<file path="config.mk">
export PLATFORM = sky130hd
export DESIGN_NAME = imem_boot_loader
export DESIGN_NICKNAME = d
export VERILOG_FILES = /design/src/rtl/imem_boot_loader.sv
export SDC_FILE = /design/constraint.sdc
export NUM_CORES = 1
export LEC_CHECK = 0
export ABC_AREA = 1
export BUFFER_PORTS_ARGS = -buffer_cell sky130_fd_sc_hd__buf_4
export CAP_MARGIN = 0
export CORE_MARGIN = 8
export CORE_UTILIZATION = 53
export CTS_BUF_LIST = sky130_fd_sc_hd__clkbuf_8
export DETAILED_ROUTE_END_ITERATION = 10
export PLACE_DENSITY = 0.82
export SYNTH_ARGS = -nofsm -noshare
export SYNTH_HDL_FRONTEND = slang
export SYNTH_SLANG_ARGS = --single-unit
</file>
<file path="constraint.sdc">
create_clock -name CLK -period 2.3 [get_ports CLK]
set_input_delay 0 -clock CLK [delete_from_list [all_inputs] [get_ports CLK]]
set_output_delay 0 -clock CLK [all_outputs]
set_load 0.01 [all_outputs]
</file>
<file path="src/rtl/imem_boot_loader.sv">
// UART boot loader: frames SYNC,N,4*N bytes into 32-bit words for the instruction memory, then releases the core.
// Latency: one WRITE cycle per word after its 4th byte; no backpressure, a byte is taken on every rx_valid strobe.
module imem_boot_loader #(
    parameter int unsigned DEPTH   = 14,
    parameter logic [7:0]  SYNC    = 8'hA5,
    parameter int unsigned TIMEOUT = 100000
) (
    input  logic        CLK,
    input  logic        RST,
    input  logic        rx_valid,
    input  logic [7:0]  rx_data,
    input  logic        reload,
    input  logic [31:0] pc,
    output logic [31:0] imem_A,
    output logic        imem_WE,
    output logic [31:0] imem_WD,
    output logic        core_rst,
    output logic        loading,
    output logic        done,
    output logic        err,
    output logic [3:0]  words_loaded
);

    localparam int TW = $clog2(TIMEOUT + 1);

    typedef enum logic [2:0] {S_SYNC, S_COUNT, S_BYTES, S_WRITE, S_RUN} state_t;

    state_t        state, state_nxt;
    logic [3:0]    idx;
    logic [3:0]    n_words;
    logic [1:0]    byte_cnt;
    logic [23:0]   asm_dat;
    logic [TW-1:0] timer;
    logic          tmo;
    logic          cnt_ok;
    logic          err_nxt;
    logic          done_nxt;

    assign tmo    = (timer == TW'(TIMEOUT - 1)) && !rx_valid;
    assign cnt_ok = (rx_data != 8'd0) && (rx_data <= 8'(DEPTH));

    always_comb begin
        state_nxt = state;
        err_nxt   = 1'b0;
        done_nxt  = 1'b0;
        if (reload) begin
            state_nxt = S_SYNC;
        end else begin
            case (state)
                S_SYNC: begin
                    if (rx_valid && rx_data == SYNC) state_nxt = S_COUNT;
                end
                S_COUNT: begin
                    if (rx_valid) begin
                        if (cnt_ok) begin
                            state_nxt = S_BYTES;
                        end else begin
                            state_nxt = S_SYNC;
                            err_nxt   = 1'b1;
                        end
                    end else if (tmo) begin
                        state_nxt = S_SYNC;
                        err_nxt   = 1'b1;
                    end
                end
                S_BYTES: begin
                    if (rx_valid && byte_cnt == 2'd3) begin
                        state_nxt = S_WRITE;
                    end else if (tmo) begin
                        state_nxt = S_SYNC;
                        err_nxt   = 1'b1;
                    end
                end
                S_WRITE: begin
                    // WRITE is always entered right after a byte, so the timer cannot expire here
                    if (idx == n_words - 4'd1) begin
                        state_nxt = S_RUN;
                        done_nxt  = 1'b1;
                    end else begin
                        state_nxt = S_BYTES;
                    end
                end
                S_RUN: state_nxt = S_RUN;
                default: state_nxt = S_SYNC;
            endcase
        end
    end

    assign imem_WE  = (state == S_WRITE) && !RST && !reload;
    assign imem_A   = (state == S_RUN) ? pc : {26'd0, idx, 2'b00};
    assign core_rst = (state != S_RUN);
    assign loading  = (state != S_RUN);

    always_ff @(posedge CLK) begin
        if (RST) begin
            state        <= S_SYNC;
            idx          <= '0;
            n_words      <= '0;
            byte_cnt     <= '0;
            asm_dat      <= '0;
            timer        <= '0;
            imem_WD      <= '0;
            words_loaded <= '0;
            done         <= 1'b0;
            err          <= 1'b0;
        end else begin
            state <= state_nxt;
            done  <= done_nxt;
            err   <= err_nxt;
            timer <= (rx_valid || state_nxt == S_SYNC || state_nxt == S_RUN) ? '0 : timer + 1'b1;
            if (reload) begin
                idx      <= '0;
                byte_cnt <= '0;
            end else begin
                case (state)
                    S_SYNC: begin
                        if (rx_valid && rx_data == SYNC) begin
                            idx          <= '0;
                            byte_cnt     <= '0;
                            words_loaded <= '0;
                        end
                    end
                    S_COUNT: begin
                        if (rx_valid) n_words <= rx_data[3:0];
                    end
                    S_BYTES: begin
                        if (rx_valid) begin
                            asm_dat  <= {rx_data, asm_dat[23:8]};
                            byte_cnt <= byte_cnt + 2'd1;
                            if (byte_cnt == 2'd3) imem_WD <= {rx_data, asm_dat};
                        end
                    end
                    S_WRITE: begin
                        words_loaded <= idx + 4'd1;
                        if (idx != n_words - 4'd1) idx <= idx + 4'd1;
                        // a byte arriving during the write starts the next word
                        if (rx_valid) begin
                            asm_dat  <= {rx_data, asm_dat[23:8]};
                            byte_cnt <= byte_cnt + 2'd1;
                        end
                    end
                    default: ;
                endcase
            end
        end
    end

endmodule

</file>
# Yosys cells after proc, flatten, opt, wreduce, memory -nomap -nowiden
# Cells that the tools add are included.
# word_totals
register_bits	92
inputBits	44
output_inout_bits	73
wordCells	79
# op_classes
addsub	4
order_cmp	1
eq_ne	14
mux	22
bitwise	2
n_reduce_logical	26
# ops
op	count
two-way mux 32 bit	1
two-way mux 3 bit	6
adder 17 x 1 -> 17 bit (second input constant)	1
equality test 17 bit (second input constant)	1
one-hot mux 4 bit (2 select lines)	2
one-hot mux 3 bit (5 select lines)	1
AND reduction 3 bit	5
equality test 8 bit (second input constant)	1
less-or-equal comparator 8 x 4 -> 1 bit (second input constant)	1
two-way mux 4 bit	2
nonzero test 8 bit	1
equality test 3 x 2 -> 1 bit (second input constant)	2
equality test 3 bit (second input constant)	2
logical AND 1 bit	6
logical NOT 3 bit	2
two-way mux 2 bit	3
OR reduction 2 bit	3
two-way mux 1 bit	5
adder 4 x 1 -> 4 bit (second input constant)	1
equality test 4 bit	1
inequality test 2 x 1 -> 1 bit (second input constant)	2
inequality test 4 bit	1
one-hot mux 2 bit (2 select lines)	1
AND reduction 4 bit	1
12 further kinds	17

# Longest topological paths before layout
# Gate-level depths: netlist (run 1).
# depth
word_depth	10
ltp_mapped	13
ltp_nobuf	12

# Worst setup path after synthesis (run 1)
# OpenSTA, ideal clock, no wires.
# synth_timing
path_kind	reg2reg
start	register n_words[0]
end	register timer[10]
setup_time_ns	0.116
arrival_time_ns	1.509
required_ns	2.184
slack_ns	0.675
path_stages_with_launch	12
path_buffers	1
period_less_slack_ns	1.625
cell_sequence	dfxtp_1 inv_1 ha_1 xor2_1 o21ai_0 nor2_1 nand2_1 nand2_1 nand3_2 nand2_4 buf_6 nor2_1
# synth_between
elab_chain_len	9
elab_cells_between_ends	10
cone_classes	add/sub (1); eq/ne (2); mux (3); reduce/logical (4)
# synth_rtl
element	line	text
start, declared	30	logic [3:0] n_words;
start signal, assigned	124	if (rx_valid) n_words <= rx_data[3:0];
subtractor 4 x 1 -> 4 bit *	76	if (idx == n_words - 4'd1) begin
equality test 4 bit *	76	
two-way mux 3 bit *	76	
one-hot mux 3 bit (5 select lines) *	49	case (state)
two-way mux 3 bit *	46	if (reload) begin
logical NOT 3 bit	110	timer <= (rx_valid || state_nxt == S_SYNC || state_nxt == S_RUN) ? '0 : timer + 1'b1;
logical OR 1 bit	110	
logical OR 1 bit *	110	
OR reduction 2 bit (no source line) *	-	
end signal, assigned	110	
end, declared	33	logic [TW-1:0] timer;
# Every way passes the cells marked *; elsewhere a longest branch is shown, timed or not.
# A chain may end at the register's enable or synchronous reset.

# Worst setup path after layout (run 1)
# layout_timing
start	register state[1]
end	register imem_WD[29]
# layout_between
elab_chain_len	2
# layout_rtl
element	line	text
start, declared	28	state_t state, state_nxt;
start signal, assigned	107	state <= state_nxt;
equality test 3 x 2 -> 1 bit	115	case (state)
AND reduction 4 bit (no source line)	-	
end signal, assigned	130	if (byte_cnt == 2'd3) imem_WD <= {rx_data, asm_dat};
end, declared	16	output logic [31:0] imem_WD,
# No other way between the ends.

==> results of run 1 <==
[routing by layer]
| metal | part of all wire (%) | GRT usage (%) | vias to the layer above |
|---|---|---|---|
| li1 | - | - | 1952 |
| met1 | 40 | 21.62 | 1708 |
| met2 | 51 | 34.47 | 122 |
| met3 | 7.6 | 4.929 | 16 |
| met4 | 1.6 | 7.008 | 0 |
| met5 | 0 | 0 | - |
[cells in the mapped netlist (all sizes together), types with 8 or more instances]
library cell  instances
nand2                67
xnor2                13
inv                  75
xor2                  9
buf                  13
clkbuf                8
nor2                136
a21oi                25
a211oi               14
nand3                21
dfxtp                92
o21ai                49
[layout by cell type (no fill, tap or decap), drive strengths merged, types with 4 or more instances in the layout]
cell type and count:
a211oi 14, a21oi 25, a31oi 5, buf 119
clkbuf 9, dfxtp 92, dlygate4sd3 9, ha 4
inv 80, nand2 67, nand3 21, nand4 4
nor2 136, nor3 4, o21ai 49, xnor2 13
xor2 9
[critical path, cell delays in order (launching register included)]
cell     delay (ns)
dfxtp_1        0.35
inv_1          0.07
nor2_2         0.12
nand2_1        0.13
nor2_4         0.12
inv_2          0.19
nor2_8         0.43
inv_2          0.25
nor2_1         0.17
nor2_1         0.06
[state kept, by name (all words and copies together) (netlist names)]
signal	cells
words_loaded	4
err	1
state	3
imem_WD	32
byte_cnt	2
n_words	4
timer	17
done	1
idx	4
asm_dat	24
[per-stage QoR]
| step | cell area, um^2 | setup WS, ns |
|---|---|---|
| after CTS | 5166 | 0.3100 |
| after global routing | 5166 | 0.1064 |
| after floorplan | 3994 | 0.6752 |
| after global placement | 4887 | 0.4450 |
| final | 5166 | 0.2920 |
| after detailed placement | 4887 | 0.3288 |
[area by class of cell]
type | instances | area (um^2)
multi-input cells | 354 | 1747
clock inverters | 7 | 65.06
fillers | 583 | 2126
clock buffers | 9 | 123.9
repair buffers | 128 | 983.4
flip-flops and latches | 92 | 1842
inverters | 75 | 281.5
well taps | 99 | 123.9
[kinds of logic (layout without fill, tap and decap cells)]
kind of cell               Yosys count  count (layout)  share of synthesized area, %
AOI/OAI and AO/OA                   96              96                         13.35
adders and majority gates            4               4                         1.253
DFF                                 92              92                         46.12
buffers and inverters               96             219                         10.15
xor gates and xnor gates            22              22                         4.825
and+or+nand+nor                    232             232                         24.31
[final timing paths]
path	slack, ns	endpoint	start
setup / recovery	0.29	imem_WD[29]	state[1]
setup reg to reg	0.29	imem_WD[29]	state[1]
hold reg to reg	0.45	timer[0]	timer[0]
hold / removal	0.02	asm_dat[5]	RST
[report_power, final]
part           switching, W  internal [W]  total [W]  leakage [nW]
logic             0.0000587     0.0000673   0.000126          1.62
registers      0.0000000161       0.00159    0.00159         0.741
clock network      0.000619      0.000421    0.00104        0.0947
==> results_dict.tcl, run 1 <==
set metrics [dict create \
    drt_iter0_markers 197 \
    post-route-min-period_ns 2.008 \
    ys.warnings.count 0 \
    gr-usage-all-layers_pct 19.30 \
    peakVddDrop_mv 0.5680 \
    slew_viol_final 0 \
    syn_avg_cell_area_um2 7.369 \
    num-nets-final 708 \
    via_count 3798 \
    rsz0062_at_grt "no" \
    post_cts_buffers 0 \
    totalPowerFinal_w 0.002758 \
    ys_seq_elements 92 \
    rows 31 \
    crit_fanout 41 \
    min_path_cells 2 \
    ant_nets 0 \
    port_buffers 116 \
    start_kind "flop" \
    grt_pass1_wl_um 16240 \
    synthCells 542 \
    worstSkewPairLatency_ns 0.36 \
    leakagePower_nw 2.456 \
    power_density_nw_per_um2 533.8 \
    final_util_pct 70.85 \
    yosysSeqAreaShare_pct 46.12 \
    post-route-period-util_pct 87.30 \
    whs_ns 0.02378 \
    slew_headroom_pct 58.98 \
    numCtsBuffers 9 \
    drv_cap 0 \
    num_io_pins 117 \
    synth_top_area_share_pct 46.12 \
    diodes 0 \
    synth_area_um2 3994 \
    route.detailed.drc 0 \
    grt_max_degree 42 \
    max_slew.worst_pin.slew_ns 0.6146 \
    clock-root-buffer "clkbuf_8" \
    start_util_pct 54.77 \
    grt_pass1_vias 3524 \
    fin_tns_setup_ns 0 \
    synth-edff-count 0 \
    ys.flop_type "dfxtp_1" \
    reg2reg_depth 9 \
    synth_top_cell_by_area "dfxtp_1" \
    fin_skew_ns 0.01562 \
    worstPathArrival_ns 2.26 \
    grt-ovfl-total 0 \
    required_ns 2.56 \
    place_inst 739 \
    die_area_um2 10570 \
    wl_per_cell_um 13.70 \
    gp_congestion 0.9060 \
    drive_gt1_share_pct 22.11 \
    htree_levels 3 \
    area_growth_pct 29.35 \
    hp-class "in2reg" \
    fin_cells 764 \
    yosys.cell_types.count 30 \
    synth_area_leaders "dfxtp_1 46%, nor2_1 12%, inv_1 6.9%, nand2_1 6.1%, o21ai_0 5.9%" \
    firstDrtPassIters 5 \
    clock_sinks 92 \
    dp_hpwl_um 7903 \
    fmax_ghz 0.4980 \
    finalWirelength_um 10460 \
    cts_tree "built" \
    clk_path_buf_depth 2 \
    endpoint_kind "flop" \
    syn_nets 590 \
    via_per_inst 4.971 \
    synthArstFlopShare_pct 0 \
    die_x_um 102.8 \
    hold_violations 0 \
    cts_resized 0 \
    grt_antenna_before_repair 0 \
    core_area_um2 7292 \
    crit_type "reg2reg" \
    hold_buffers 9 \
    die_h_um 102.8 \
    clk_pin_slew_ns 0.10 \
    setup_viol 0 \
    outcome "finished, final reports clean" \
]
No activity file was read; power rests on OpenSTA's default activity.
==> run 2: changes to the inputs <==
--- a/config.mk
+++ b/config.mk
@@ -8,6 +8,7 @@
 export ABC_AREA = 1
 export BUFFER_PORTS_ARGS = -buffer_cell sky130_fd_sc_hd__buf_4
 export CAP_MARGIN = 0
+export CORE_ASPECT_RATIO = 0.5
 export CORE_MARGIN = 8
 export CORE_UTILIZATION = 53
 export CTS_BUF_LIST = sky130_fd_sc_hd__clkbuf_8
==> run 2 against run 1 <==
First-iteration DRC count rose by 56%. Register-to-register slack improved by 0.14 ns. Via count is 1.9% lower. Combinational power barely moved. Non-clock buffer count increased by 1. Total power about the same. Clock power about the same. Design area about the same. Flip-flop and latch count is the same.
==> results_dict.tcl, run 2 (synthesis gave the netlist of run 1 again) <==
set metrics [dict create \
    post-route-period-util_pct 81.39 \
    clock_sinks 92 \
    max_slew.worst_pin.slew_ns 0.4687 \
    hold_start "rx_valid" \
    final_cell_mix "130 x nor2_1, 120 x buf_4, 92 x dfxtp_1" \
    hold_violations 0 \
    pwr-share-comb_pct 4.5 \
    seqPwrFrac_pct 57.7 \
    pwr-share-clk_pct 37.8 \
    fin_ws_ns 0.4279 \
    largest_register_ffs 32 \
    totalPowerFinal_w 0.002759 \
    clock-root-buffer "clkbuf_8" \
    die_h_um 77.38 \
    slew_viol_final 0 \
    fin_tns_setup_ns 0 \
    crit_type "reg2reg" \
    intPower_w 0.002078 \
    peakVddDrop_mv 0.3874 \
    p_switching_w 0.0006816 \
    clk_pin_slew_ns 0.10 \
    final_common_cell "nor2_1" \
    port_buffers 116 \
    hp-class "in2reg" \
    start_util_pct 54.55 \
    pre_cts_slack_ns 0.4603 \
    num_io_pins 117 \
    htree_levels 3 \
    power_density_nw_per_um2 533.7 \
    endpoint_kind "flop" \
    post-route-min-period_ns 1.872 \
    reg2reg_depth 9 \
    min_path_cells 4 \
    cts_tree "built" \
    grt_pass1_wl_um 17260 \
    gp_congestion 0.8364 \
    wl_per_cell_um 13.32 \
    fill_cells 584 \
    fmax_ghz 0.5342 \
    crit_fanout 26 \
    finalWirelength_um 10150 \
    drive_gt1_share_pct 22.22 \
    grt_pass1_vias 3615 \
    route.detailed.drc 0 \
    die_x_um 138.8 \
    startpoint "state[1]" \
    rows 22 \
    fin_skew_ns 0.009601 \
    area_growth_pct 29.45 \
    via_count 3726 \
    setup_viol 0 \
    gr-usage-all-layers_pct 19.12 \
    leakagePower_nw 2.462 \
    drv_cap 0 \
    hold_path_end "err" \
    grt_max_degree 32 \
    numCtsBuffers 9 \
    firstDrtPassIters 4 \
    via_per_inst 4.890 \
    switching_share_pct 24.70 \
    worstPathArrival_ns 2.17 \
    reg2reg_slack_ns 0.43 \
    diodes 0 \
    reg2reg_to "imem_WD[26]" \
    worstSkewPairLatency_ns 0.37 \
    slew_headroom_pct 68.71 \
    top_register "imem_WD" \
    grt_antenna_before_repair 0 \
    largestRegisters "imem_WD: 32 flops, asm_dat: 24 flops, timer: 17 flops" \
    whs_ns 0.01405 \
    rsz0062_at_grt "no" \
    die_area_um2 10740 \
    outcome "finished, final reports clean" \
    core_area_um2 7322 \
    clk_path_buf_depth 2 \
    required_ns 2.60 \
    post_cts_buffers 0 \
    grt-ovfl-total 0 \
    num-nets-final 709 \
    dp_hpwl_um 7530 \
    ant_nets 0 \
    reg2reg_from "state[1]" \
    drt_iter0_markers 307 \
    start_kind "flop" \
]
==> run 2: changes by cell type in the layout (fill, tap and decap cells not counted), sizes merged <==
cell	delta
inv	-1
clkinv	+1
buf	+1
==> run 2: per-stage QoR <==
stage	util, %	instances	instance area (um^2)
6_report	70.61	762	5170
5_1_grt	70.61	762	5170
4_1_cts	70.61	762	5170
3_5_place_dp	66.80	737	4891
3_3_place_gp	66.80	737	4891
2_1_floorplan	-	542	3994
==> run 2: worst max path at each step <==
stage | endpoint | slack, ns | cells past startpoint
floorplan | timer[10] | 0.68 | 11
global placement | imem_WD[31] | 0.53 | 9
detailed placement | imem_WD[26] | 0.46 | 9
CTS | imem_WD[26] | 0.44 | 9
global route | imem_WD[24] | 0.18 | 9
finish | imem_WD[26] | 0.43 | 9
==> run 2: power groups by stage <==
| stage | clock network (W) | registers, W | logic [W] |
|---|---|---|---|
| 2_1_floorplan | 0 | 0.00163 | 0.0000389 |
| 3_3_place_gp | 0 | 0.00163 | 0.000111 |
| 3_5_place_dp | 0 | 0.00163 | 0.000112 |
| 4_1_cts | 0.00106 | 0.00159 | 0.000125 |
| 5_1_grt | 0.00113 | 0.00159 | 0.000137 |
| 6_report | 0.00104 | 0.00159 | 0.000125 |
==> run 2: worst max-delay path, cell delays in order, from the launching register on <==
cell and delay (ns):
dfxtp_1 0.34, inv_1 0.06, nor2_2 0.11, nand2_1 0.12, nor2_4 0.12, inv_2 0.20
nor2_8 0.29, buf_4 0.28, o21ai_0 0.10, a31oi_1 0.16
==> run 2: cell type report <==
class / count / area (um^2) / area share, %
Clock buffer: 9 / 123.9 / 2.396
Clock inverter: 7 / 65.06 / 1.258
Inverter: 75 / 281.5 / 5.445
Timing Repair Buffer: 129 / 991.0 / 19.17
Tap cell: 96 / 120.1 / 2.323
Multi-Input combinational cell: 354 / 1747 / 33.79
Sequential cell: 92 / 1842 / 35.62
==> run 2: what timing repair did <==
item                      in CTS  in global routing
hold endpoints to repair      24                  0
hold buffers                   9                  0
gates resized for setup        0                  0
==> run 2: per-layer routing <==
layer | GRT usage, % | vias to the layer above | routed length (um)
li1 | - | 1951 | -
met1 | 22.06 | 1698 | 4359
met2 | 34.93 | 66 | 5254
met3 | 5.006 | 11 | 426
met4 | 4.995 | 0 | 111
met5 | 0 | - | 0
==> run 3: changes to the inputs <==
--- a/config.mk
+++ b/config.mk
@@ -5,7 +5,7 @@
 export SDC_FILE = /design/constraint.sdc
 export NUM_CORES = 1
 export LEC_CHECK = 0
-export ABC_AREA = 1
+export ABC_AREA = 0
 export BUFFER_PORTS_ARGS = -buffer_cell sky130_fd_sc_hd__buf_4
 export CAP_MARGIN = 0
 export CORE_ASPECT_RATIO = 0.5
==> constraint.sdc (replaced) <==
create_clock -name CLK -period 1.8 [get_ports CLK]
set_input_delay 0 -clock CLK [delete_from_list [all_inputs] [get_ports CLK]]
set_output_delay 0 -clock CLK [all_outputs]
set_load 0.01 [all_outputs]
==> run 3 against run 2 <==
Synthesized cell count shrank 11%. Routed wire length grew 18%. Design area grew 11%. Clock power grew 39%. The run now ends with hold timing, setup timing left. Critical path depth shrank 1. Via count grew 6.6%. Hold slack lost 0.015 ns. Combinational power grew 26%. Non-clock buffer count grew 52. Core utilization grew 8.4 points. Die area shrank 1.5%. Largest cell class is now multi-input combinational cells. Final cell count shrank 1.7%.
==> results_dict.tcl, run 3 <==
set metrics [dict create \
    drt-met1-wl_um 4508 \
    startpoint "n_words[0]" \
    synth_compound_area_share_pct 11.93 \
    slew_headroom_pct 58.83 \
    whs_ns -0.001173 \
    ys.flop_type "dfxtp_1" \
    dp_hpwl_um 7566 \
    routed-wl-met2_um 6228 \
    p_switching_w 0.0008278 \
    totalPowerFinal_w 0.003640 \
    via_count 3973 \
    yosysSeqAreaShare_pct 46.94 \
    die_area_um2 10580 \
    max_slew.worst_pin.slew_ns 0.6175 \
    pre_cts_slack_ns -0.2224 \
    final_common_cell "buf_4" \
    slew_viol_final 0 \
    num_io_pins 117 \
    wl_per_cell_um 15.96 \
    worstPathArrival_ns 2.37 \
    final_cell_mix "164 x buf_4, 124 x nand2_1, 86 x dfxtp_1" \
    yosys-top-cells-count "124 x nand2_1, 92 x dfxtp_1, 61 x a21oi_1, 42 x nor2_1, 30 x and2_1" \
    drive_gt1_share_pct 34.46 \
    htree_levels 3 \
    yosys.cell_types.count 48 \
    num-nets-final 696 \
    rsz0062_at_grt "yes" \
    yosysMostFrequentCell "nand2_1" \
    clk_pin_slew_ns 0.09 \
    top_register "imem_WD" \
    grt_antenna_before_repair 0 \
    grt-ovfl-total 0 \
    grt_max_degree 62 \
    setup_viol 22 \
    ant_nets 0 \
    finalWirelength_um 11950 \
    syn_avg_cell_area_um2 8.141 \
    crit_fanout 8 \
    gr-usage-all-layers_pct 21.54 \
    power_density_nw_per_um2 636.1 \
    synthMuxAreaShare_pct 2.168 \
    post-route-period-util_pct 116.4 \
    yosys.area_share.xor_xnor_pct 5.134 \
    drv_cap 0 \
    outcome "finished, violations left" \
    worstSkewPairLatency_ns 0.38 \
    start_util_pct 54.20 \
    synthSimpleGateAreaFrac_pct 28.79 \
    synth_top_area_share_pct 46.94 \
    start_kind "flop" \
    crit_type "reg2reg" \
    port_buffers 116 \
    grt_pass1_vias 3894 \
    diodes 0 \
    hp-class "in2reg" \
    largest_register_ffs 32 \
    area_growth_pct 45.82 \
    drt_iter0_markers 331 \
    die_x_um 137.7 \
    yosys.area_share.adder_pct 1.276 \
    syn_nets 530 \
    reg2reg_from "n_words[0]" \
    endpoint_kind "flop" \
    hold_violations 1 \
    place_inst 718 \
    clock_sinks 92 \
    route.detailed.drc 0 \
    fin_cells 749 \
    intPower_w 0.002812 \
    gp_congestion 0.7877 \
    firstDrtPassIters 7 \
    synthCells 482 \
    synth_top_cell_by_area "dfxtp_1" \
    rows 22 \
    top_layer_used "met4" \
    seqPwrFrac_pct 55.9 \
    largestRegisters "imem_WD: 32 flops, asm_dat: 24 flops, timer: 17 flops" \
    fin_ws_ns -0.2955 \
    peakVddDrop_mv 0.3425 \
    synth_top_family_by_area "simple AND/OR/NAND/NOR gates" \
    die_h_um 76.84 \
    grt_pass1_wl_um 18390 \
    via_per_inst 5.304 \
    pwr-share-comb_pct 4.3 \
    synth_area_leaders "dfxtp_1 47%, nand2_1 12%, a21oi_1 7.8%, and2_1 4.8%, nor2_1 4.0%" \
    required_ns 2.07 \
    hold_start "rx_data[6]" \
    fmax_ghz 0.4772 \
    post-route-min-period_ns 2.096 \
    synthArstFlopShare_pct 0 \
    synth_area_um2 3924 \
    switching_share_pct 22.74 \
    clk_path_buf_depth 2 \
    numCtsBuffers 9 \
    dr_wl_met3_um 917 \
    synth-edff-count 0 \
    clock-root-buffer "clkbuf_8" \
    leakagePower_nw 2.393 \
    fin_skew_ns 0.008309 \
    violations "hold timing, setup timing" \
    ys_seq_elements 92 \
    pwr-share-clk_pct 39.8 \
    ys.warnings.count 0 \
    core_area_um2 7239 \
    cts_tree "built" \
]
-- run 3: cell types whose count changed after synthesis, sizes merged, moves of 4 or more --
| cell | previous run | this run |
|---|---|---|
| nand3 | 21 | 10 |
| buf | 13 | 3 |
| mux2i | 0 | 4 |
| nor2 | 136 | 42 |
| clkbuf | 8 | 23 |
| a21oi | 25 | 61 |
| a211oi | 14 | 0 |
| mux2 | 0 | 4 |
| a31oi | 5 | 0 |
| o21ai | 49 | 3 |
| nor4 | 0 | 4 |
| and2 | 0 | 30 |
| nand2 | 67 | 124 |
| inv | 75 | 10 |
-- run 3: repair_timing --
action / in CTS / in global routing
buffers inserted: 3 / 3
hold buffers: 9 / 0
pin swaps: 10 / 6
gates resized for setup: 15 / 12
endpoints found under the hold margin: 19 / 0
gates cloned: 1 / 1
endpoints found under the setup margin: 37 / 58
-- run 3: worst max-delay path: stages (launching register included) --
cell	delay, ns
dfxtp_2	0.35
buf_6	0.12
nor3_4	0.20
xnor2_2	0.11
o41a_1	0.51
o41ai_4	0.31
buf_4	0.20
clkbuf_16	0.15
nor2_1	0.04
-- run 3: metal layers --
layer / vias to the layer above / GRT usage (%)
met5: - / 0
li1: 1924 / -
met2: 153 / 37.64
met1: 1864 / 23.57
met3: 32 / 6.372
met4: 0 / 9.688
-- run 3: final timing paths --
path	endpoint	slack [ns]	cells after the start
worst max-delay path	timer[11]	-0.30	8
worst min-delay path	asm_dat[22]	-0.001	4
worst max register to register	timer[11]	-0.30	8
worst min register to register	imem_WD[6]	0.46	2
-- run 3: per-stage QoR --
step,TNS [ns],utilization [%],instance area (um^2)
after floorplan,-2.988,-,3961
after global placement,-3.160,72.42,5243
after detailed placement,-4.168,72.42,5243
after CTS,-2.835,77.81,5633
after global routing,-6.986,79.04,5722
final,-5.042,79.04,5722
-- run 3: final cells by class --
cell class | count | area [um^2]
Clock buffer | 10 | 137.6
Clock inverter | 6 | 71.32
Fill cell | 496 | 1518
Inverter | 10 | 37.54
Multi-Input combinational cell | 354 | 2038
Sequential cell | 92 | 1849
Tap cell | 96 | 120.1
Timing Repair Buffer | 181 | 1468
-- run 3: power by group through the flow --
stage               clock network, W  registers [W]  logic [W]
finish                       0.00145        0.00203   0.000158
CTS                          0.00147        0.00203   0.000150
detailed placement                 0        0.00208   0.000133
floorplan                          0        0.00208  0.0000348
global route                 0.00155        0.00203   0.000165
global placement                   0        0.00208   0.000131
-- run 3: cells by family after synthesis --
group	Yosys count
simple gates	241
flops	92
mux	8
xor+xnor	23
compound gates	78
fa+ha+maj	4
buf+inv	36
